--- config.mk ---
export PLATFORM = sky130hd
export DESIGN_NAME = noc_switch_allocator
export DESIGN_NICKNAME = d
export VERILOG_FILES = /design/src/rtl/noc_router_pkg.sv /design/src/rtl/rr_arbiter.sv /design/src/rtl/noc_switch_allocator.sv
export SDC_FILE = /design/constraint.sdc
export NUM_CORES = 1
export LEC_CHECK = 0
export ABC_AREA = 1
export CAP_MARGIN = 20
export CORE_ASPECT_RATIO = 0.5
export CORE_MARGIN = 2
export CORE_UTILIZATION = 45
export DETAILED_ROUTE_END_ITERATION = 8
export PLACE_DENSITY_LB_ADDON = 0.1
export SLEW_MARGIN = 20
export SYNTH_ARGS = -nofsm -noshare
export SYNTH_HDL_FRONTEND = slang
export SYNTH_SLANG_ARGS = --single-unit
--- constraint.sdc ---
create_clock -name clk -period 8.1 [get_ports clk]
set_clock_uncertainty 0.1 [all_clocks]
set_input_delay 0.81 -clock clk [delete_from_list [all_inputs] [get_ports clk]]
set_output_delay 0.81 -clock clk [all_outputs]
set_load 0.02 [all_outputs]
--- src/rtl/noc_router_pkg.sv ---
// Shared router constants: port indices, flit types and allocator state encoding.
package noc_router_pkg;

  localparam int unsigned P  = 5;
  localparam int unsigned PW = 3;

  localparam int unsigned PORT_L = 0;
  localparam int unsigned PORT_E = 1;
  localparam int unsigned PORT_W = 2;
  localparam int unsigned PORT_S = 3;
  localparam int unsigned PORT_N = 4;

  typedef enum logic [1:0] {
    BODY   = 2'b00,
    TAIL   = 2'b01,
    HDR    = 2'b10,
    SINGLE = 2'b11
  } flit_type_e;

  typedef enum logic {
    IDLE   = 1'b0,
    LOCKED = 1'b1
  } alloc_state_e;

  // Port index increment wrapping P-1 -> 0.
  function automatic logic [PW-1:0] next_idx(input logic [PW-1:0] x);
    return (x == PW'(P - 1)) ? '0 : x + PW'(1);
  endfunction

endpackage

--- src/rtl/rr_arbiter.sv ---
// Combinational round-robin arbiter: first request at or after ptr, wrapping.
module rr_arbiter
  import noc_router_pkg::*;
(
  input  logic [P-1:0]  req,
  input  logic [PW-1:0] ptr,
  output logic [P-1:0]  gnt,
  output logic [PW-1:0] idx
);

  logic [PW:0] cand;
  logic        found;

  always_comb begin
    gnt   = '0;
    idx   = '0;
    found = 1'b0;
    cand  = '0;
    for (int unsigned k = 0; k < P; k++) begin
      cand = {1'b0, ptr} + (PW+1)'(k);
      if (cand >= (PW+1)'(P)) cand = cand - (PW+1)'(P);
      if (!found && req[cand[PW-1:0]]) begin
        found                = 1'b1;
        gnt[cand[PW-1:0]]    = 1'b1;
        idx                  = cand[PW-1:0];
      end
    end
  end

endmodule

--- src/rtl/noc_switch_allocator.sv ---
// Per-output switch allocator: packet-granular round-robin grant, lock held until tail.
module noc_switch_allocator
  import noc_router_pkg::*;
(
  input  logic            clk,
  input  logic            rst_n,
  input  logic [P-1:0]    in_valid,
  input  logic [2*P-1:0]  in_type,
  input  logic [P*P-1:0]  in_route,
  input  logic [P-1:0]    out_ready,
  output logic [P-1:0]    in_grant,
  output logic [P-1:0]    out_valid,
  output logic [P*PW-1:0] out_sel
);

  logic [P-1:0]   is_hdr;
  logic [P-1:0]   owned;
  logic [P-1:0]   locked;
  logic [P*P-1:0] route_low;
  logic [P*P-1:0] grant_flat;

  // Multi-hot routes collapse to their lowest set bit; zero stays zero.
  always_comb begin
    route_low = '0;
    for (int unsigned i = 0; i < P; i++)
      route_low[P*i +: P] = in_route[P*i +: P] & (~in_route[P*i +: P] + P'(1));
  end

  always_comb begin
    is_hdr = '0;
    for (int unsigned i = 0; i < P; i++)
      is_hdr[i] = in_valid[i] & in_type[2*i+1];
  end

  always_comb begin
    owned = '0;
    for (int unsigned o = 0; o < P; o++)
      if (locked[o]) owned[out_sel[PW*o +: PW]] = 1'b1;
  end

  always_comb begin
    in_grant = '0;
    for (int unsigned o = 0; o < P; o++)
      in_grant = in_grant | grant_flat[P*o +: P];
  end

  for (genvar o = 0; o < P; o++) begin : g_out
    alloc_state_e   state_q, state_d;
    logic [PW-1:0]  owner_q, owner_d;
    logic [PW-1:0]  rr_q, rr_d;
    logic [PW-1:0]  arb_idx;
    logic [P-1:0]   req, arb_gnt, gnt;
    logic           xfer;

    always_comb begin
      req = '0;
      for (int unsigned i = 0; i < P; i++)
        req[i] = is_hdr[i] & ~owned[i] & route_low[P*i+o];
    end

    rr_arbiter u_arb (
      .req (req),
      .ptr (rr_q),
      .gnt (arb_gnt),
      .idx (arb_idx)
    );

    assign xfer = (state_q == LOCKED) & in_valid[owner_q] & out_ready[o];

    always_comb begin
      gnt = '0;
      if (xfer) gnt[owner_q] = 1'b1;
    end

    // Low type bit marks tail or single-flit: the packet ends with this transfer.
    always_comb begin
      state_d = state_q;
      owner_d = owner_q;
      rr_d    = rr_q;
      case (state_q)
        IDLE: begin
          if (|arb_gnt) begin
            owner_d = arb_idx;
            state_d = LOCKED;
          end
        end
        LOCKED: begin
          if (xfer && in_type[{owner_q, 1'b0}]) begin
            state_d = IDLE;
            rr_d    = next_idx(owner_q);
          end
        end
        default: state_d = IDLE;
      endcase
    end

    always_ff @(posedge clk or negedge rst_n) begin
      if (!rst_n) begin
        state_q <= IDLE;
        owner_q <= '0;
        rr_q    <= '0;
      end else begin
        state_q <= state_d;
        owner_q <= owner_d;
        rr_q    <= rr_d;
      end
    end

    assign locked[o]             = (state_q == LOCKED);
    assign out_valid[o]          = xfer;
    assign out_sel[PW*o +: PW]   = owner_q;
    assign grant_flat[P*o +: P]  = gnt;
  end

endmodule
==> results of run 1 <==
-- cell type report --
cell class	instances	area, sq um
clock buffer	5	125
clock inverter	3	67.6
fill	1720	7860
inverter	214	803
multi-input combinational	1072	5920
sequential	35	876
tap	227	284
timing repair buffer	71	706
-- kinds of logic (layout without fill, tap and decap cells) --
| family | count (synthesis) | after routing | synth area share [%] |
|---|---|---|---|
| AOI/OAI and AO/OA | 166 | 166 | 13.4 |
| DFF | 35 | 35 | 11.2 |
| adders and majority gates | 55 | 55 | 9.31 |
| xor gates and xnor gates | 30 | 30 | 3.85 |
| buffers and inverters | 239 | 293 | 12.8 |
| and+or+nand+nor | 821 | 821 | 49.4 |
-- layer usage --
metal	up-vias	global-route usage (%)	part of all wire [%]
met2	340	43.7	43
met1	4086	42.1	48
met3	29	4.04	7.8
met4	0	4.83	1.0
li1	4470	-	-
met5	-	0	0
-- how the worst min path moves through the flow --
stage	from	end	slack [ns]	cells past startpoint
5_1_grt	rst_n	g_out[2].rr_q[0]	0.59	1
3_3_place_gp	g_out[0].state_q	g_out[0].state_q	0.53	2
2_1_floorplan	rst_n	g_out[0].owner_q[0]	0.41	0
6_report	rst_n	g_out[2].rr_q[0]	0.51	1
4_1_cts	rst_n	g_out[2].rr_q[0]	0.55	1
3_5_place_dp	g_out[0].state_q	g_out[0].state_q	0.55	2
-- sequential cells by signal, summed over array words and instances (netlist names) --
signal / cells
g_out.state_q: 5
g_out.rr_q: 15
g_out.owner_q: 15
-- placed cells by master (no fill, tap or decap), drive strengths merged, types with 2 or more instances in the layout --
cell | synthesis | routed
a2111oi | 2 | 2
a21boi | 3 | 3
a21oi | 37 | 37
a22oi | 3 | 3
a31oi | 4 | 4
a41oi | 2 | 2
bufinv | 0 | 2
clkbuf | 1 | 5
clkdlybuf4s50 | 0 | 70
clkinv | 2 | 2
dfrtp | 35 | 35
fa | 5 | 5
ha | 50 | 50
inv | 212 | 212
nand2 | 411 | 411
nand3 | 162 | 162
nand3b | 6 | 6
nand4 | 43 | 43
nor2 | 174 | 174
nor3 | 21 | 21
nor4 | 2 | 2
o2111ai | 3 | 3
o211ai | 15 | 15
o21a | 2 | 2
o21ai | 66 | 66
o221ai | 4 | 4
o22ai | 10 | 10
o31ai | 12 | 12
xnor2 | 9 | 9
xor2 | 21 | 21
-- metrics by stage --
stage	hold WS, ns	std cells
global placement	0.532	1619
CTS	0.547	1627
floorplan	0.414	1346
detailed placement	0.546	1619
global route	0.590	1627
finish	0.515	1627
==> impl_metrics.toml, run 1 <==
[drt]
routed_wl_mm = 25.9
vias = 8925
postRouteAntennaNets = 0
via_per_inst = 5.49
dr.pass1.iters = 6
wl_per_cell_microns = 15.9
initialDrtViolationCount = 761
drc = 0

[hold_path]
hp-class = "in -> async"

[timing]
tns_ns = 0
clock.fmax_mhz = 237
post-route-period-util_pct = 52.2
rsz0062_at_grt = "false"
hold_viol = 0
setup_viol = 0
drv_slew = 0
min_period_ns = 4.22
worst_slack_ns = 3.88
relSlewSlack_pct = 44.0
worst_pin_slew_ns = 0.840

[clock_network]
clockBufferDepth = 2
cts_made_buffers = 5
clk_pin_slew_worst_paths_ns = 0.06
cts_setup_buffers = 0
clockRootBuffer = "clkbuf_16"
clk_latency_ns = 0.29
cts-hold-fix-buffers = 0
cts_max_level = 2
cts_sinks = 35
cts.repair.resized = 0
cts_tree = "built"

[critical_path]
r2r_end = "g_out[1].owner_q[2]"
cpPeakStageDelay_ns = 0.60
critPathLaunch = "in_valid[3]"
cp.arrival_ns = 3.31
path_depth = 9
worstReg2RegStart = "g_out[1].rr_q[0]"
critical_path.cell_chain = "clkdlybuf4s50_1 -> inv_1 -> o22a_1 -> o2111ai_1 -> nand3_1 -> o31ai_1 -> a31oi_1 -> nand3_1 -> clkdlybuf4s50_1"
crit_path_end = "in_grant[4]"
r2r_setup_slack_ns = 4.60
crit_path_start_kind = "primary input"
required_ns = 7.19
r2r_cells = 21
critPathKind = "in -> out"
path_max_fanout = 6
crit_family = "buffers and inverters"
cp.buffers_inverters = 3
cp-end-kind = "output pin"
worst_path_max_delay_cell = "clkdlybuf4s50_1"

[place]
placedInstanceArea_sq_mm = 0.00859
port_buffers = 71
pre_cts_ws_ns = 3.93
dp_hpwl_mm = 21.3
gp_congestion = 0.945

[synthesis]
synth_area_leaders = "nand2_1 18%, dfrtp_1 11%, nand3_1 9.3%, inv_1 8.9%, ha_1 8.0%"
yosysTopAreaCell = "nand2_1"
netlist_area_sq_mm = 0.00779
syn_nets = 1448
ys_warn_count = 0
synth_flop_cell = "dfrtp_1"
synth.most_common_cell = "nand2_1"
synth_cell_types = 55
synth_edf_count = 0
yosys-top-cells-count = "383 x nand2_1, 184 x inv_1, 145 x nand3_1"
avgSynthCellArea_sq_um = 5.79
synth-seq-cells = 35
synth_top_area_share_pct = 18.4
syn_inst = 1346
ys_seq_area_share_pct = 11.2
async_flop_share_pct = 100

[run]
maxCapViolations = 0

[cells_and_area]
stdcell_area_sq_mm = 0.00878
drive_gt1_share_pct = 10.0
area_growth_syn_to_layout_pct = 12.6
final_core_util_pct = 52.8
diodes = 0
finalNetCount = 1501

[die]
fp.dieArea_sq_mm = 0.0185
pin_count = 72
initial_utilization_pct = 46.8
coreArea_sq_mm = 0.0166
die_h_microns = 97.1
fp-row-count = 33
fp.dieW_microns = 190

[grt]
grt-ovfl-total = 0
grt_use_total_pct = 28.3
grt_pass1_vias = 8133
grt_pass1_wl_mm = 42.3
grt_max_degree = 36
antenna_found_initial = 0

[status]
status = "completed"
Power of run 1 is not shown: default switching activity piles up to over one toggle a cycle in this logic, so the estimate is an artifact.
==> inputs of run 2 (changes only) <==
Clock period 8.1 ns to 4.3 ns, I/O delays scaled along.
==> run 2 against run 1 <==
  * Via count down 1.5%
  * Sequential share of layout area is essentially flat
  * Register-to-register slack worse by 3.8 ns
  * Global-route usage is 0.52 points lower
  * Die area stayed put
  * Clock-buffer cell count unchanged
  * Design area down 0.46%
  * Setup slack lost 3.1 ns
  * Critical path type unchanged
  * Critical endpoint unchanged
==> impl_metrics.toml, run 2 (same netlist as run 1, synthesis figures left out) <==
[status]
status = "completed"

[timing]
hold_viol = 0
worst_pin_slew_ns = 0.844
drv_slew = 0
clock.fmax_mhz = 282
min_period_ns = 3.54
tns_ns = 0
post-route-period-util_pct = 82.4
relSlewSlack_pct = 43.7
setup_viol = 0
rsz0062_at_grt = "false"

[critical_path]
required_ns = 3.77
r2r_end = "g_out[1].owner_q[2]"
r2r_cells = 21
cp.arrival_ns = 3.01
r2r_setup_slack_ns = 0.79
path_max_fanout = 6
critPathKind = "in -> out"
cp-end-kind = "output pin"
crit_path_start_kind = "primary input"
worstReg2RegStart = "g_out[1].rr_q[0]"

[grt]
grt_max_degree = 36
grt-ovfl-total = 0
grt_pass1_wl_mm = 41.5
grt_pass1_vias = 8162
grt_use_total_pct = 27.8
antenna_found_initial = 0

[drt]
via_per_inst = 5.40
initialDrtViolationCount = 635
dr.pass1.iters = 5
postRouteAntennaNets = 0
wl_per_cell_microns = 15.6
vias = 8787
drc = 0
routed_wl_mm = 25.4

[die]
fp.dieArea_sq_mm = 0.0185
coreArea_sq_mm = 0.0166
pin_count = 72
initial_utilization_pct = 46.8
die_h_microns = 97.1
fp.dieW_microns = 190
fp-row-count = 33

[cells_and_area]
final_cell_mix = "383 x nand2_1, 184 x inv_1, 145 x nand3_1"
area_growth_syn_to_layout_pct = 12.1
diodes = 0
finalNetCount = 1502
drive_gt1_share_pct = 10.1
final_common_cell = "nand2_1"
reg_top3 = "g_out.owner_q: 15 flops, g_out.rr_q: 15 flops, g_out.state_q: 5 flops"

[place]
port_buffers = 71
dp_hpwl_mm = 21.0
gp_congestion = 0.951

[clock_network]
clk_pin_slew_worst_paths_ns = 0.05
clk_latency_ns = 0.28
cts.repair.resized = 0
clockRootBuffer = "clkbuf_16"
cts_setup_buffers = 0
cts-hold-fix-buffers = 0
cts_max_level = 2
cts_tree = "built"
cts_sinks = 35
cts_made_buffers = 5
clockBufferDepth = 2

[run]
maxCapViolations = 0

[hold_path]
hp-class = "in -> async"
[run 2: layout make-up]
cell class / instances / area [sq um]
clock buffer: 5 / 125
clock inverter: 3 / 20.0
fill: 1771 / 7900
inverter: 214 / 803
multi-input combinational: 1072 / 5920
sequential: 35 / 876
tap: 227 / 284
timing repair buffer: 72 / 713
[run 2: worst max-delay path by stage]
stage                     start             endpoint  slack (ns)  cells after the start
4_1_cts        g_out[1].rr_q[0]  g_out[1].owner_q[2]        0.84                     21
3_3_place_gp        in_valid[3]          in_grant[4]        0.78                      9
3_5_place_dp   g_out[1].rr_q[0]  g_out[1].owner_q[2]        0.87                     21
2_1_floorplan  g_out[1].rr_q[0]  g_out[1].owner_q[2]        1.32                     22
5_1_grt        g_out[1].rr_q[0]  g_out[1].owner_q[2]        0.48                     22
6_report            in_valid[3]          in_grant[4]        0.76                      9
[run 2: critical path, stage by stage]
cell	delay [ns]
clkdlybuf4s50_1	0.64
inv_1	0.15
o22a_1	0.23
o2111ai_1	0.08
nand3_1	0.25
o31ai_1	0.44
a31oi_1	0.08
nand3_1	0.09
clkdlybuf4s50_1	0.62
[run 2: per-stage QoR]
| stage | hold WS, ns | util (%) | instances | worst slack, ns | cell area, sq um |
|---|---|---|---|---|---|
| floorplan | 0.0344 | - | 1346 | 1.32 | 7790 |
| global placement | 0.462 | 51.7 | 1620 | 0.776 | 8600 |
| detailed placement | 0.478 | 51.7 | 1620 | 0.865 | 8600 |
| CTS | 0.176 | 52.5 | 1628 | 0.840 | 8740 |
| global route | 0.207 | 52.5 | 1628 | 0.479 | 8740 |
| finish | 0.138 | 52.5 | 1628 | 0.759 | 8740 |
[run 2: metal layers]
layer,global-route usage [%],vias up,routed length [microns]
met4,3.70,0,149
met3,3.90,15,1770
li1,-,4477,-
met1,40.4,4015,12200
met2,44.6,280,11200
met5,0,-,0
Power of run 2 is left out for the same reason.
==> inputs of run 3 (changes only) <==
Clock period 4.3 ns to 3.56 ns, I/O delays scaled along.
==> run 3 against run 2 <==
  * Via count is 2.4% higher
  * First-iteration DRC count is 2.7% higher
  * Highest routed layer unchanged
  * Critical endpoint is now in_grant[3]
  * Setup slack worse by 0.62 ns
  * Non-clock buffer count is 11 higher
  * Core utilization is 0.50 points higher
  * Clock-buffer cell count stayed put
==> impl_metrics.toml, run 3 (same netlist as run 1, synthesis figures left out) <==
[status]
status = "completed"

[die]
fp.dieArea_sq_mm = 0.0185
initial_utilization_pct = 46.8
fp-row-count = 33
fp.dieW_microns = 190
die_h_microns = 97.1
pin_count = 72
coreArea_sq_mm = 0.0166

[clock_network]
cts_sinks = 35
cts_made_buffers = 5
cts.repair.resized = 0
cts_tree = "built"
clk_latency_ns = 0.29
clk_pin_slew_worst_paths_ns = 0.06
clockBufferDepth = 2
cts_setup_buffers = 0
clockRootBuffer = "clkbuf_16"
cts_max_level = 2
cts-hold-fix-buffers = 0

[drt]
dr.pass1.iters = 6
vias = 9002
drc = 0
routed_wl_mm = 25.3
via_per_inst = 5.49
wl_per_cell_microns = 15.5
postRouteAntennaNets = 0
initialDrtViolationCount = 652

[grt]
grt_pass1_vias = 8217
grt_use_total_pct = 27.8
antenna_found_initial = 0
grt-ovfl-total = 0
grt_pass1_wl_mm = 41.7
grt_max_degree = 36

[critical_path]
required_ns = 3.10
crit_path_end = "in_grant[3]"
r2r_cells = 18
critPathKind = "reg -> out"
cp-end-kind = "output pin"
cp.arrival_ns = 2.97
crit_path_start_kind = "flop"
r2r_end = "g_out[3].owner_q[2]"
worstReg2RegStart = "g_out[3].rr_q[1]"
critPathLaunch = "g_out[0].owner_q[1]"
path_max_fanout = 9
r2r_setup_slack_ns = 0.47

[cells_and_area]
final_common_cell = "nand2_1"
finalNetCount = 1513
final_cell_mix = "383 x nand2_1, 184 x inv_1, 145 x nand3_1"
reg_top3 = "g_out.owner_q: 15 flops, g_out.rr_q: 15 flops, g_out.state_q: 5 flops"
diodes = 0
drive_gt1_share_pct = 10.8
area_growth_syn_to_layout_pct = 13.2

[place]
gp_congestion = 0.979
dp_hpwl_mm = 21.0
port_buffers = 71

[timing]
rsz0062_at_grt = "false"
drv_slew = 0
hold_viol = 0
relSlewSlack_pct = 45.0
post-route-period-util_pct = 96.2
min_period_ns = 3.42
worst_pin_slew_ns = 0.825
setup_viol = 0
tns_ns = 0
clock.fmax_mhz = 292

[hold_path]
hp-class = "in -> async"

[run]
maxCapViolations = 0
-- run 3: cell count changes in the layout (fill, tap and decap cells not counted), sizes merged --
cell and delta:
buf +11
-- run 3: worst max-delay path: stages, from the launching register on --
cell	delay, ns
dfrtp_1	0.58
inv_1	0.16
nor3_1	0.35
a22oi_1	0.18
a41oi_2	0.34
nand2_1	0.15
o221ai_1	0.10
a21oi_1	0.06
o21ai_0	0.09
clkdlybuf4s50_1	0.65
-- run 3: area by class of cell --
type,instances,area (sq um)
sequential,35,876
inverter,214,803
tap,227,284
clock inverter,3,20.0
fill,1762,7820
multi-input combinational,1072,5920
clock buffer,5,125
timing repair buffer,83,796
-- run 3: how the worst min path moves through the flow --
stage / from / slack (ns) / cells after the start / endpoint
detailed placement: rst_n / 0.39 / 1 / g_out[2].rr_q[1]
CTS: rst_n / 0.09 / 1 / g_out[2].rr_q[1]
global placement: rst_n / 0.38 / 1 / g_out[2].rr_q[1]
finish: rst_n / 0.05 / 1 / g_out[2].rr_q[1]
global route: rst_n / 0.14 / 1 / g_out[2].rr_q[1]
floorplan: rst_n / -0.04 / 0 / g_out[0].owner_q[0]
-- run 3: per-layer routing --
| metal | routed length (microns) | up-vias | track usage (%) |
|---|---|---|---|
| met1 | 12400 | 4131 | 42.1 |
| li1 | - | 4511 | - |
| met2 | 10800 | 331 | 43.2 |
| met5 | 0 | - | 0 |
| met3 | 1900 | 29 | 2.64 |
| met4 | 265 | 0 | 3.94 |
-- run 3: per-stage QoR --
stage          hold slack [ns]  utilization [%]  instances  setup slack [ns]  area [sq um]
2_1_floorplan          -0.0396                -       1346             0.583          7790
3_3_place_gp             0.380             52.2       1631             0.478          8680
3_5_place_dp             0.393             52.2       1631             0.402          8680
4_1_cts                 0.0913             53.0       1639             0.185          8820
5_1_grt                  0.138             53.0       1639            0.0403          8820
6_report                0.0495             53.0       1639             0.136          8820
Power of run 3 is left out for the same reason.
==> RTL change (flow settings as in run 2) <==
Reset style: synchronous (`rst_n`), changed in one clocked block.
--- a/src/rtl/noc_switch_allocator.sv
+++ b/src/rtl/noc_switch_allocator.sv
@@ -95,5 +95,5 @@
     end
 
-    always_ff @(posedge clk or negedge rst_n) begin
+    always_ff @(posedge clk) begin
       if (!rst_n) begin
         state_q <= IDLE;
Function: changed (Yosys sat finds a counterexample within 4 cycles, from zero or initial values and one cycle with rst_n low; the reset may be asserted at any time).
==> RTL change against run 2 <==
- final area shrank 1.6%
- register-to-register slack gained 30 ps
- synthesized area shrank 2.8%
- die area shrank 2.7%
- wire length grew 1.3%
- final cell count shrank 1.5%
- fmax shrank 0.41%
- synthesized cell count shrank 2.1%
- setup slack lost 15 ps
- sequential share of layout area shrank 1.9 points
- sequential cell count is the same
- critical path type is now flip-flop to primary output
==> RTL change: results (changes against run 2) <==
fraction of layout cells with a size suffix above 1 10.7% (+0.68 points); nonclk inv count 197 (-7.9%); Ys Warns 0 (unchanged); number of vias per cell 5.50 (+1.8%); multi-input combinational area share 69.8% (+2.1 points); met2 usage 46.3% (+1.7 points); post-synth cell types 64 (+16%); most instantiated cells after synthesis nand2_1 (316), nor2_1 (166), inv_1 (155); Initial DRC Count 697 (+9.8%); Tcrit/Tclk final 82.7% (+0.34 points); syn nets 1420 (-1.9%); Seq cells 35 (unchanged); post-synthesis cell count 1318 (-2.1%); sequential group power 586 uW; vias in the first global route 7988 (-2.1%); count of plain and timing-repair buffers 73 (+1.4%); first-pass GRT wire length 41.2 mm (-0.65%); status finished clean; register area share after synthesis 9.25% (-2.0 points); multi-input gates 1065 (-0.65%); crit path max fanout 9 (+3); Crit path max-delay family simple AND/OR/NAND/NOR gates; met3 wire len 1.81 mm (+2.1%); largest net degree at the start of global routing 20 (-44%); Critical Path Start g_out[1].owner_q[0]; worst r2r path cells 17 (-19%); Worst-Margin Slew 763 ps (-81.8 ps); Post-DP Area 8450 sq um (-1.7%); met1 usage 41.1% (+0.64 points); Hold Crit Class flip-flop to flip-flop; DR WL/cell 16.0 um (+2.8%); Fin Hold WS 487 ps (+348 ps); fraction of area in registers 8.15% (-1.9 points); fraction of registers with async set/reset 0% (-100 points); Synth Flop Type dfxtp_1; Critical R2R Capture g_out[2].owner_q[2]; FF-to-FF setup slack 820 ps (+30 ps); Finished Layout Cells 1604 (-1.5%); Clock buffer cells 6 (+1); Largest stage delay, worst path 620 ps (-20 ps); Total GRT Usage 28.6% (+0.79 points); Port-buffer cells 71 (unchanged); # fillers 1748 (-1.3%); crit path DAT 3030 ps (+20 ps); GRT met3 Usage 4.08% (+0.18 points); R2R Path Start g_out[2].rr_q[0]; Non-clock buffer share 8.44% (+0.28 points); CP Capture Point in_grant[1]; pre-CTS setup slack 854 ps (-10.8 ps); final instance area 8600 sq um (-1.6%); Final Net Count 1479 (-1.5%); H-tree depth 2 (unchanged); Final GP Congestion 1.00 (+5.4%); hpwl dp 21.4 mm (+1.9%); met2 routed WL 11.0 mm (-1.7%); Synth area leaders nand2_1 (16%), nand3_1 (9.8%), dfxtp_1 (9.2%); ClkCell Share 1.67% (+0.013 points)
==> RTL change: changes by cell type after synthesis, moves of 11 or more <==
| cell | run 2 | this run |
|---|---|---|
| a211oi_1 | 1 | 18 |
| dfrtp_1 | 35 | 0 |
| dfxtp_1 | 0 | 35 |
| inv_1 | 184 | 155 |
| inv_2 | 28 | 39 |
| nand2_1 | 383 | 316 |
| nor2_1 | 136 | 166 |
==> RTL change: logic make-up after synthesis <==
family	synth area share, %
AOI/OAI and AO/OA	17.4
buffers and inverters	11.6
xor gates and xnor gates	2.86
adders and majority gates	9.58
DFF	9.25
and+or+nand+nor	49.4
==> RTL change: worst register-to-register path: stages (launching register included) <==
cell and delay [ps]:
dfxtp_1 720, inv_2 220, ha_1 280, ha_1 340
inv_1 140, nand2_1 60, o21ai_0 330, and2b_1 250
nand3_1 110, nand3_1 120, nand2_1 140, nor2_4 60
a21oi_2 130, nand3_2 110, nand2_2 120, nand2_1 60
nand2_1 50, nor2_1 40
